$ cat config.mk
export PLATFORM = sky130hd
export DESIGN_NAME = hazard_ctrl
export DESIGN_NICKNAME = d
export VERILOG_FILES = /design/src/rtl/hazard_ctrl_pkg.sv /design/src/rtl/hazard_ctrl_inst_decode.sv /design/src/rtl/hazard_ctrl.sv
export SDC_FILE = /design/constraint.sdc
export NUM_CORES = 1
export LEC_CHECK = 0
export ABC_AREA = 1
export CAP_MARGIN = 20
export CORE_ASPECT_RATIO = 1.1
export CORE_UTILIZATION = 49
export CTS_BUF_LIST = sky130_fd_sc_hd__clkbuf_2 sky130_fd_sc_hd__clkbuf_4 sky130_fd_sc_hd__clkbuf_8
export DETAILED_ROUTE_END_ITERATION = 12
export PLACE_DENSITY_LB_ADDON = 0.05
export SLEW_MARGIN = 20
export SYNTH_ARGS = -nofsm -noshare
export SYNTH_HDL_FRONTEND = slang
export SYNTH_SLANG_ARGS = --single-unit
$ cat constraint.sdc
create_clock -name clk -period 3.89 [get_ports clk]
set_clock_uncertainty 0.05 [all_clocks]
set_input_delay 0.5835 -clock clk [delete_from_list [all_inputs] [get_ports clk]]
set_output_delay 0.5835 -clock clk [all_outputs]
set_load 0.005 [all_outputs]
$ cat src/rtl/hazard_ctrl_pkg.sv
// hazard_ctrl_pkg
// Shared definitions for the 3-stage RV32I hazard controller:
//   - RV32I major opcodes used by the hazard rules
//   - default bubble encoding (addi x0,x0,0)
//   - ALU operand / store-data select encodings
//   - decoded-instruction flag bundle produced by inst_decode
// Optional feature macro used by the importing files: HAZARD_FWD_EN.
package hazard_ctrl_pkg;

   localparam logic [6:0] OPC_LOAD   = 7'b000_0011;
   localparam logic [6:0] OPC_STORE  = 7'b010_0011;
   localparam logic [6:0] OPC_BRANCH = 7'b110_0011;
   localparam logic [6:0] OPC_JAL    = 7'b110_1111;
   localparam logic [6:0] OPC_JALR   = 7'b110_0111;
   localparam logic [6:0] OPC_LUI    = 7'b011_0111;
   localparam logic [6:0] OPC_AUIPC  = 7'b001_0111;
   localparam logic [6:0] OPC_OP     = 7'b011_0011;

   localparam logic [31:0] NOP_INST = 32'h0000_0013;

   // Operand select encodings shared by a_sel, b_sel and rs2_fwd.
   typedef enum logic [1:0] {
      SEL_REG     = 2'b00,
      SEL_PC_IMM  = 2'b01,
      SEL_FWD_ALU = 2'b10,
      SEL_FWD_LD  = 2'b11
   } sel_t;

   // Per-instruction flags needed by the hazard rules.
   typedef struct packed {
      logic wr;         // writes a non-x0 destination
      logic use1;       // reads rs1
      logic use2;       // reads rs2
      logic is_load;
      logic is_store;
      logic is_branch;
      logic is_ctrl;    // JAL, JALR or BRANCH
      logic is_op;      // register-register ALU op (no immediate)
      logic pc_src;     // ALU A operand is the PC (AUIPC, JAL, BRANCH)
   } dec_t;

   // Forwarding source depends on whether the producer in WB is a load.
   function automatic sel_t fwd_code(input logic from_load);
      return from_load ? SEL_FWD_LD : SEL_FWD_ALU;
   endfunction

endpackage

$ cat src/rtl/hazard_ctrl_inst_decode.sv
// inst_decode
// Combinational decoder reducing a 32-bit RV32I word to the flags the
// hazard controller needs. Instantiated once for the EX word and once for
// the WB word.
// Ports:
//   inst  in  32  instruction word
//   dec   out     decoded flag bundle (hazard_ctrl_pkg::dec_t)
module inst_decode
   import hazard_ctrl_pkg::*;
(
   input  logic [31:0] inst,
   output dec_t        dec
);

   logic [6:0] opc;
   assign opc = inst[6:0];

   // NOTE: combinational blocks assign every output up front so no path
   // can leave a value unassigned and infer a latch.
   always_comb begin
      dec           = '0;
      dec.is_load   = (opc == OPC_LOAD);
      dec.is_store  = (opc == OPC_STORE);
      dec.is_branch = (opc == OPC_BRANCH);
      dec.is_op     = (opc == OPC_OP);
      dec.is_ctrl   = (opc == OPC_JAL) || (opc == OPC_JALR) || (opc == OPC_BRANCH);
      dec.pc_src    = (opc == OPC_AUIPC) || (opc == OPC_JAL) || (opc == OPC_BRANCH);
      dec.wr        = !dec.is_branch && !dec.is_store && (inst[11:7] != 5'd0);
      dec.use1      = (opc != OPC_LUI) && (opc != OPC_AUIPC) && (opc != OPC_JAL);
      dec.use2      = dec.is_op || dec.is_store || dec.is_branch;
   end

endmodule

$ cat src/rtl/hazard_ctrl.sv
// hazard_ctrl
// Pipeline hazard controller for the IF/EX/WB RV32I core. Owns the EX
// (hold) and WB instruction registers, detects RAW hazards between EX and
// WB, and drives operand selects, PC stall/redirect and bubble insertion.
// Build option: define HAZARD_FWD_EN to forward WB results into EX; without
// it a RAW hazard stalls EX for one cycle instead.
// Ports:
//   clk         in   1      clock
//   rst         in   1      synchronous active-high reset
//   inst_f      in   32     IMEM output, valid in EX
//   br_taken    in   1      branch comparator result for inst_x
//   mem_stall   in   1      external freeze; all state holds
//   inst_x      out  32     effective EX instruction
//   inst_w      out  32     WB instruction
//   pc_stall    out  1      hold PC and IF
//   pc_sel      out  1      1 selects the ALU target as next PC
//   a_sel       out  2      ALU A select (rs1 / PC / WB ALU / WB load)
//   b_sel       out  2      ALU B select (rs2 / imm / WB ALU / WB load)
//   rs2_fwd     out  2      store-data / compare rs2 source
//   bubble_cnt  out  CNT_W  saturating count of inserted bubbles
module hazard_ctrl #(
   parameter logic [31:0] NOP_INST = hazard_ctrl_pkg::NOP_INST,
   parameter int          CNT_W    = 16
) (
   input  logic             clk,
   input  logic             rst,
   input  logic [31:0]      inst_f,
   input  logic             br_taken,
   input  logic             mem_stall,
   output logic [31:0]      inst_x,
   output logic [31:0]      inst_w,
   output logic             pc_stall,
   output logic             pc_sel,
   output logic [1:0]       a_sel,
   output logic [1:0]       b_sel,
   output logic [1:0]       rs2_fwd,
   output logic [CNT_W-1:0] bubble_cnt
);

   import hazard_ctrl_pkg::*;

   localparam logic [CNT_W-1:0] CNT_MAX = '1;

   logic [31:0] hold_inst;
   logic        hold_v;
   logic        kill;
   dec_t        dec_x;
   dec_t        dec_w;
   logic        haz1;
   logic        haz2;
   logic        raw_stall;
   logic        redirect;

   // A killed slot wins over a held one: after a redirect the held word
   // (if any) belongs to the wrong path.
   assign inst_x = kill ? NOP_INST : (hold_v ? hold_inst : inst_f);

   inst_decode u_dec_x (.inst(inst_x), .dec(dec_x));
   inst_decode u_dec_w (.inst(inst_w), .dec(dec_w));

   assign haz1 = dec_w.wr && dec_x.use1 && (inst_x[19:15] == inst_w[11:7]);
   assign haz2 = dec_w.wr && dec_x.use2 && (inst_x[24:20] == inst_w[11:7]);

`ifdef HAZARD_FWD_EN
   assign raw_stall = 1'b0;
`else
   // One stall cycle suffices: the producer retires from WB (regfile write)
   // while the consumer waits in the hold register.
   assign raw_stall = haz1 || haz2;
`endif

   assign redirect = dec_x.is_ctrl && (!dec_x.is_branch || br_taken)
                     && !raw_stall && !mem_stall;
   assign pc_sel   = redirect;
   assign pc_stall = raw_stall || mem_stall;

   always_comb begin
      a_sel   = dec_x.pc_src ? SEL_PC_IMM : SEL_REG;
      b_sel   = dec_x.is_op  ? SEL_REG    : SEL_PC_IMM;
      rs2_fwd = SEL_REG;
`ifdef HAZARD_FWD_EN
      if (haz1)
         a_sel = fwd_code(dec_w.is_load);
      if (haz2 && dec_x.is_op)
         b_sel = fwd_code(dec_w.is_load);
      if (haz2 && (dec_x.is_store || dec_x.is_branch))
         rs2_fwd = fwd_code(dec_w.is_load);
`endif
   end

   // NOTE: registers are written with non-blocking assignments so every
   // flop samples the pre-edge values regardless of statement order.
   always_ff @(posedge clk) begin
      if (rst) begin
         inst_w     <= NOP_INST;
         hold_v     <= 1'b0;
         kill       <= 1'b1;   // IMEM output is not valid in the first cycle
         bubble_cnt <= '0;
      end else if (!mem_stall) begin
         if (raw_stall) begin
            inst_w <= NOP_INST;
            hold_v <= 1'b1;
         end else begin
            inst_w <= inst_x;
            hold_v <= 1'b0;
            kill   <= redirect;
         end
         if ((raw_stall || kill) && (bubble_cnt != CNT_MAX))
            bubble_cnt <= bubble_cnt + CNT_W'(1);
      end
   end

   // NOTE: hold_inst is pure data qualified by hold_v, so it is left out of
   // reset; its contents are never observed until hold_v is set.
   always_ff @(posedge clk) begin
      if (!rst && !mem_stall && raw_stall)
         hold_inst <= inst_x;
   end

   // Not every decoded flag is consumed in every build.
   logic unused_dec;
   assign unused_dec = ^{dec_x, dec_w};

endmodule

# Yosys cells after proc, flatten, opt, wreduce, memory -nomap -nowiden
# Cells that the tools add are included.
[word_totals] word_cells=61 regBits=82 output_inout_bits=88
[op_classes] muxes=6 n_addsub=1 n_reduce_logical=33 bitwise=2 eq_ne=14
[op_table] cell="$mux 32" n=3
[op_table] cell="$eq 7x7->1 const B" n=4
[op_table] cell="$eq 7x6->1 const B" n=3
[op_table] cell="$add 16x1->16 const B" n=1
[op_table] cell="$ne 16x16->1 const B" n=1
[op_table] cell="$logic_and 1x1->1" n=14
[op_table] cell="$eq 5x5->1" n=2
[op_table] cell="$logic_or 1x1->1" n=10
[op_table] cell="$eq 7x5->1 const B" n=1
[op_table] cell="$ne 7x5->1 const B" n=1
[op_table] cell="$ne 7x6->1 const B" n=1
[op_table] cell="$ne 7x7->1 const B" n=1
[op_table] cell="$logic_not 1->1" n=6
[op_table] cell="$reduce_bool 5->1" n=1
[op_table] cell="$reduce_and 2->1" n=2
[op_table] cell="$mux 1" n=3
[op_table] cell="$not 1->1" n=2

# Depth between registers and ports, before layout
[logic_depth] ltp_word=11 ltp_mapped=16 ltp_nobuf=14

# By module
# A second synthesis with hierarchy kept.
[unflattened] hier_cells=623 area_unflattened_um2=4441.8
[by_module_without_submodules] module="hazard_ctrl" area_per_inst_um2=4083.9 cells_per_inst=541 seq_area_each_um2=1961.9 instances=1
[by_module_without_submodules] module="inst_decode" area_per_inst_um2=178.9 cells_per_inst=41 seq_area_each_um2=0.0 instances=2

# Worst setup path before layout
# No wires, ideal clock.
[synth_path] kind="input -> register" from="in inst_f[3]" to="reg hold_inst[0] (enable)" arrival_ps=2786 setup_slack_ps=634 cell_stages=11 setup_time_ps=421 n_path_buf=0 t_required_ps=3419 cell_sequence="nor2_1 nor2_1 nand2_1 nand2_1 nor2_2 o211ai_1 nor2_1 nand2_1 nand2_1 nand2_1 nor2_1"
[synth_via] elab_chain_len=9 elab_cells_between_ends=18 classes_between="eq/ne (6); mux (2); reduce/logical (10)"
[synth_lines] element="start, declared" line="hazard_ctrl.sv:27" rtl="input logic [31:0] inst_f,"
[synth_lines] element="$mux 32 (*) (2 in series)" line="hazard_ctrl.sv:56" rtl="assign inst_x = kill ? NOP_INST : (hold_v ? hold_inst : inst_f);"
[synth_lines] element="$ne 7x6->1, or another cell as far along" line="hazard_ctrl_inst_decode.sv:29" rtl="dec.use1 = (opc != OPC_LUI) && (opc != OPC_AUIPC) && (opc != OPC_JAL);"
[synth_lines] element="$logic_and 1x1->1 or $logic_or 1x1->1 (tied branches) (2 in series)" line="hazard_ctrl_inst_decode.sv:29, hazard_ctrl_inst_decode.sv:30"
[synth_lines] element="$logic_and 1x1->1 (on tied branches) (2 in series)" line="hazard_ctrl.sv:61, hazard_ctrl.sv:62"
[synth_lines] element="$logic_or 1x1->1 (*)" line="hazard_ctrl.sv:69" rtl="assign raw_stall = haz1 || haz2;"
[synth_lines] element="$logic_and 1x1->1 (*)" line="hazard_ctrl.sv:116" rtl="if (!rst && !mem_stall && raw_stall)"
[synth_lines] element="end signal, assigned" line="hazard_ctrl.sv:117" rtl="hold_inst <= inst_x;"
[synth_lines] element="end, declared" line="hazard_ctrl.sv:44" rtl="logic [31:0] hold_inst;"
# Mark *: on every way between the ends. The rest lies on a longest branch, timed or not.
# A chain may end at the register's enable or synchronous reset.

# Worst setup path after layout
[layout_path] from="reg kill" to="out pc_stall"
[layout_via] elab_chain_len=8 elab_cells_between_ends=19 classes_between="eq/ne (8); mux (1); reduce/logical (10)"
[layout_lines] element="start, declared" line="hazard_ctrl.sv:46" rtl="logic kill;"
[layout_lines] element="start signal, assigned" line="hazard_ctrl.sv:106" rtl="kill <= redirect;"
[layout_lines] element="$mux 32 (*)" line="hazard_ctrl.sv:56"
[layout_lines] element="$ne 7x6->1, or another cell as far along" line="hazard_ctrl_inst_decode.sv:29"
[layout_lines] element="$logic_and 1x1->1 or $logic_or 1x1->1 (tied branches) (2 in series)" line="hazard_ctrl_inst_decode.sv:29, hazard_ctrl_inst_decode.sv:30"
[layout_lines] element="$logic_and 1x1->1 (on tied branches) (2 in series)" line="hazard_ctrl.sv:61, hazard_ctrl.sv:62"
[layout_lines] element="$logic_or 1x1->1 (*)" line="hazard_ctrl.sv:69"
[layout_lines] element="$logic_or 1x1->1 (*)" line="hazard_ctrl.sv:75" rtl="assign pc_stall = raw_stall || mem_stall;"
[layout_lines] element="end, declared" line="hazard_ctrl.sv:32" rtl="output logic pc_stall,"
# Marked as above.

==> results.py <==
metrics = {
    "status": {
        "status": "finished clean",
    },
    "critical_path": {
        "critical-path-slowest-cell": "clkdlybuf4s50_1",
        "path_max_fanout": 22,
        "cp-end-kind": "primary output",
        "path_cells": "inv_2 > buf_4 > nand3_1 > nand2_1 > nand2_1 > nor2_1 > nand2_1 > nor2_1 > nand3_2 > nand2_1 > nor2_4 > inv_2 > clkdlybuf4s50_1",
        "start_kind": "flop",
        "crit_type": "flop to primary output",
        "path_delay_family": "buffers and inverters",
        "required_ns": 3.26,
        "timing.critical_path.mode_cell": "nand2_1",
        "slowest_delay_ns": 0.51,
        "cp_data_arrival_time_ns": 2.90,
        "crit_buf_inv": 4,
    },
    "clock_network": {
        "clock-sinks": 82,
        "cts_tree": "built",
        "cts_buffer_depth": 2,
        "post_cts_resized": 0,
        "htree_levels": 3,
        "cts_setup_buffers": 0,
        "clkLatencyLatePin_ns": 0.36,
        "hold_buffers": 0,
        "clk_pin_slew_ns": 0.08,
        "cts_root_buf": "clkbuf_8",
        "cts_buffers": 9,
    },
    "placement": {
        "hpwl_mm": 7.758,
        "place_ws_ns": 0.4969,
        "port_buffers": 119,
        "numPlacedInstances": 771,
        "gp_congestion": 0.9498,
    },
    "sta": {
        "min_period_ns": 3.534,
        "max_freq_ghz": 0.2830,
        "finalHoldViolations": 0,
        "setup_viol": 0,
        "rsz0062_at_grt": "false",
        "relSlewSlack_pct": 59.87,
        "min_period_over_period_pct": 90.85,
        "maxSlewViolCount": 0,
        "tns_ns": 0,
        "tightest_slew_ns": 0.6000,
        "timing.final.ws_setup_ns": 0.3559,
    },
    "global_routing": {
        "met3_usage_pct": 4.565,
        "antenna_found_initial": 0,
        "grt_busiest_layer": "met2",
        "grt_max_degree": 41,
        "use_met1_pct": 32.92,
        "grt_pass1_vias": 3772,
        "grtUsageMet2_pct": 43.51,
        "grtUsageTotal_pct": 26.00,
        "grt-ovfl-total": 0,
        "grt_pass1_wl_mm": 17.60,
    },
    "logic_synthesis": {
        "ys_ff_latch": 82,
        "synth_area_per_cell_um2": 7.292,
        "synth_area_leaders": "dfxtp_1, edfxtp_1, nand2_1, nor2_1, inv_1",
        "synth_compound_area_share_pct": 6.754,
        "yosysSeqAreaShare_pct": 47.70,
        "synth-simple-area-share_pct": 33.65,
        "syn_inst": 564,
        "synth_top_area_share_pct": 24.34,
        "ys_warn_count": 0,
        "muxShareOfSynthArea_pct": 0,
        "yosysTopAreaCell": "dfxtp_1",
        "synth_top_family_by_area": "simple AND/OR/NAND/NOR gates",
        "ys_types": 30,
        "yosys.area_share.adder_pct": 0.3042,
        "synth.cell_area_mm2": 0.004113,
        "synth_xor_area_share_pct": 1.278,
    },
    "floorplan": {
        "core_mm2": 0.008040,
        "rows": 34,
        "die_x_um": 89.35,
        "initial_core_util_pct": 51.15,
        "ioPinCount": 124,
        "die_h_um": 98.09,
        "die-area_mm2": 0.008764,
    },
    "layout": {
        "syn_to_final_growth_pct": 35.14,
        "drive_gt1_share_pct": 6.333,
        "utilization_pct": 69.13,
        "fin_nets": 711,
        "n_antenna_cell": 0,
        "layout.cells.non_filler": 787,
    },
    "detailed_routing": {
        "drt_pre_antenna_iters": 4,
        "wl_mm": 11.09,
        "final_antenna_net_count": 0,
        "first_iter_violations": 174,
        "drc": 0,
        "vias_per_cell": 5.151,
        "via_count": 4054,
        "routedWlPerCell_um": 14.09,
    },
    "power_and_ir_drop": {
        "p_total_uw": 1929,
        "cellPowerDensity_mw_per_mm2": 347.1,
        "p_leak_uw": 0.002259,
        "max-vdd-ir-drop_mv": 0.2024,
    },
    "hold_path": {
        "min_path_type": "flop to flop",
    },
    "run": {
        "maxCapViolations": 0,
    },
}
[metrics by stage]
step,hold slack (ns),cell area [um^2]
after CTS,0.4220,5558
after detailed placement,0.4085,5373
after floorplan,0.4118,4124
after global routing,0.4458,5558
final,0.4189,5558
after global placement,0.4032,5373
[cells in the final DEF, fill, tap and decap left out, types with 15 or more instances in the layout]
cell and count:
a21oi_1 30, clkdlybuf4s50_1 119, dfxtp_1 50, edfxtp_1 32, inv_1 63, nand2_1 155, nand3_1 31, nand4_1 21
nor2_1 83, o21ai_0 15
[state kept, by name, indices dropped and copies added (netlist names)]
signal	flops
hold_v	1
kill	1
bubble_cnt	16
inst_w	32
hold_inst	32
[final timing paths]
check,slack [ns],depth (start not counted),from,to
worst max-delay path,0.36,13,kill,pc_stall
worst min-delay path,0.42,2,inst_w[19],inst_w[19]
worst max register to register,1.08,13,kill,hold_inst[14]
worst min register to register,0.42,2,inst_w[19],inst_w[19]
[metal layers]
layer	wire, um	up-vias
li1	-	2014
met4	210	0
met1	4802	1884
met2	5458	137
met3	619	19
met5	0	-
[worst register-to-register path, cell delays in order, from the launching register on]
cell and delay [ns]:
dfxtp_1 0.35, inv_2 0.33, buf_4 0.31, nand3_1 0.13
nand2_1 0.08, nand2_1 0.05, nor2_1 0.11, nand2_1 0.09
nor2_1 0.13, nand3_2 0.12, nand2_1 0.15, nand2_1 0.11
nor2_4 0.29, buf_12 0.24
[synth_stat cells, drive strengths merged]
| cell | number |
|---|---|
| o211ai | 3 |
| o21ai | 18 |
| edfxtp | 32 |
| dfxtp | 50 |
| nor4 | 3 |
| nand2 | 156 |
| buf | 14 |
| nand4 | 21 |
| a21oi | 30 |
| or2 | 9 |
| nor3 | 7 |
| a22oi | 1 |
| ha | 1 |
| o31ai | 1 |
| nand3 | 37 |
| inv | 70 |
| xor2 | 5 |
| xnor2 | 1 |
| conb | 1 |
| nor2 | 87 |
| clkbuf | 17 |
[cell families (layout without fill, tap and decap cells)]
logic type / count (synthesis) / count (layout)
AOI/OAI and AO/OA: 53 / 53
xor gates and xnor gates: 6 / 6
adders and majority gates: 1 / 1
buffers and inverters: 101 / 213
DFF: 82 / 82
other: 1 / 4
and+or+nand+nor: 320 / 320
[report_power, final]
group	switching (uW)	internal [uW]
Clock	347	245
Sequential	21.8	926
Combinational	209	180
Total	578	1350
[final cells by class]
cell class / count / area (um^2)
clock buffers: 9 / 123.9
repair buffers: 127 / 1264
flip-flops and latches: 82 / 1962
fillers: 678 / 2482
well taps: 108 / 135.1
multi-input cells: 384 / 1749
inverters: 70 / 262.8
clock inverters: 7 / 61.31
Power figures use the tool's default switching activity.
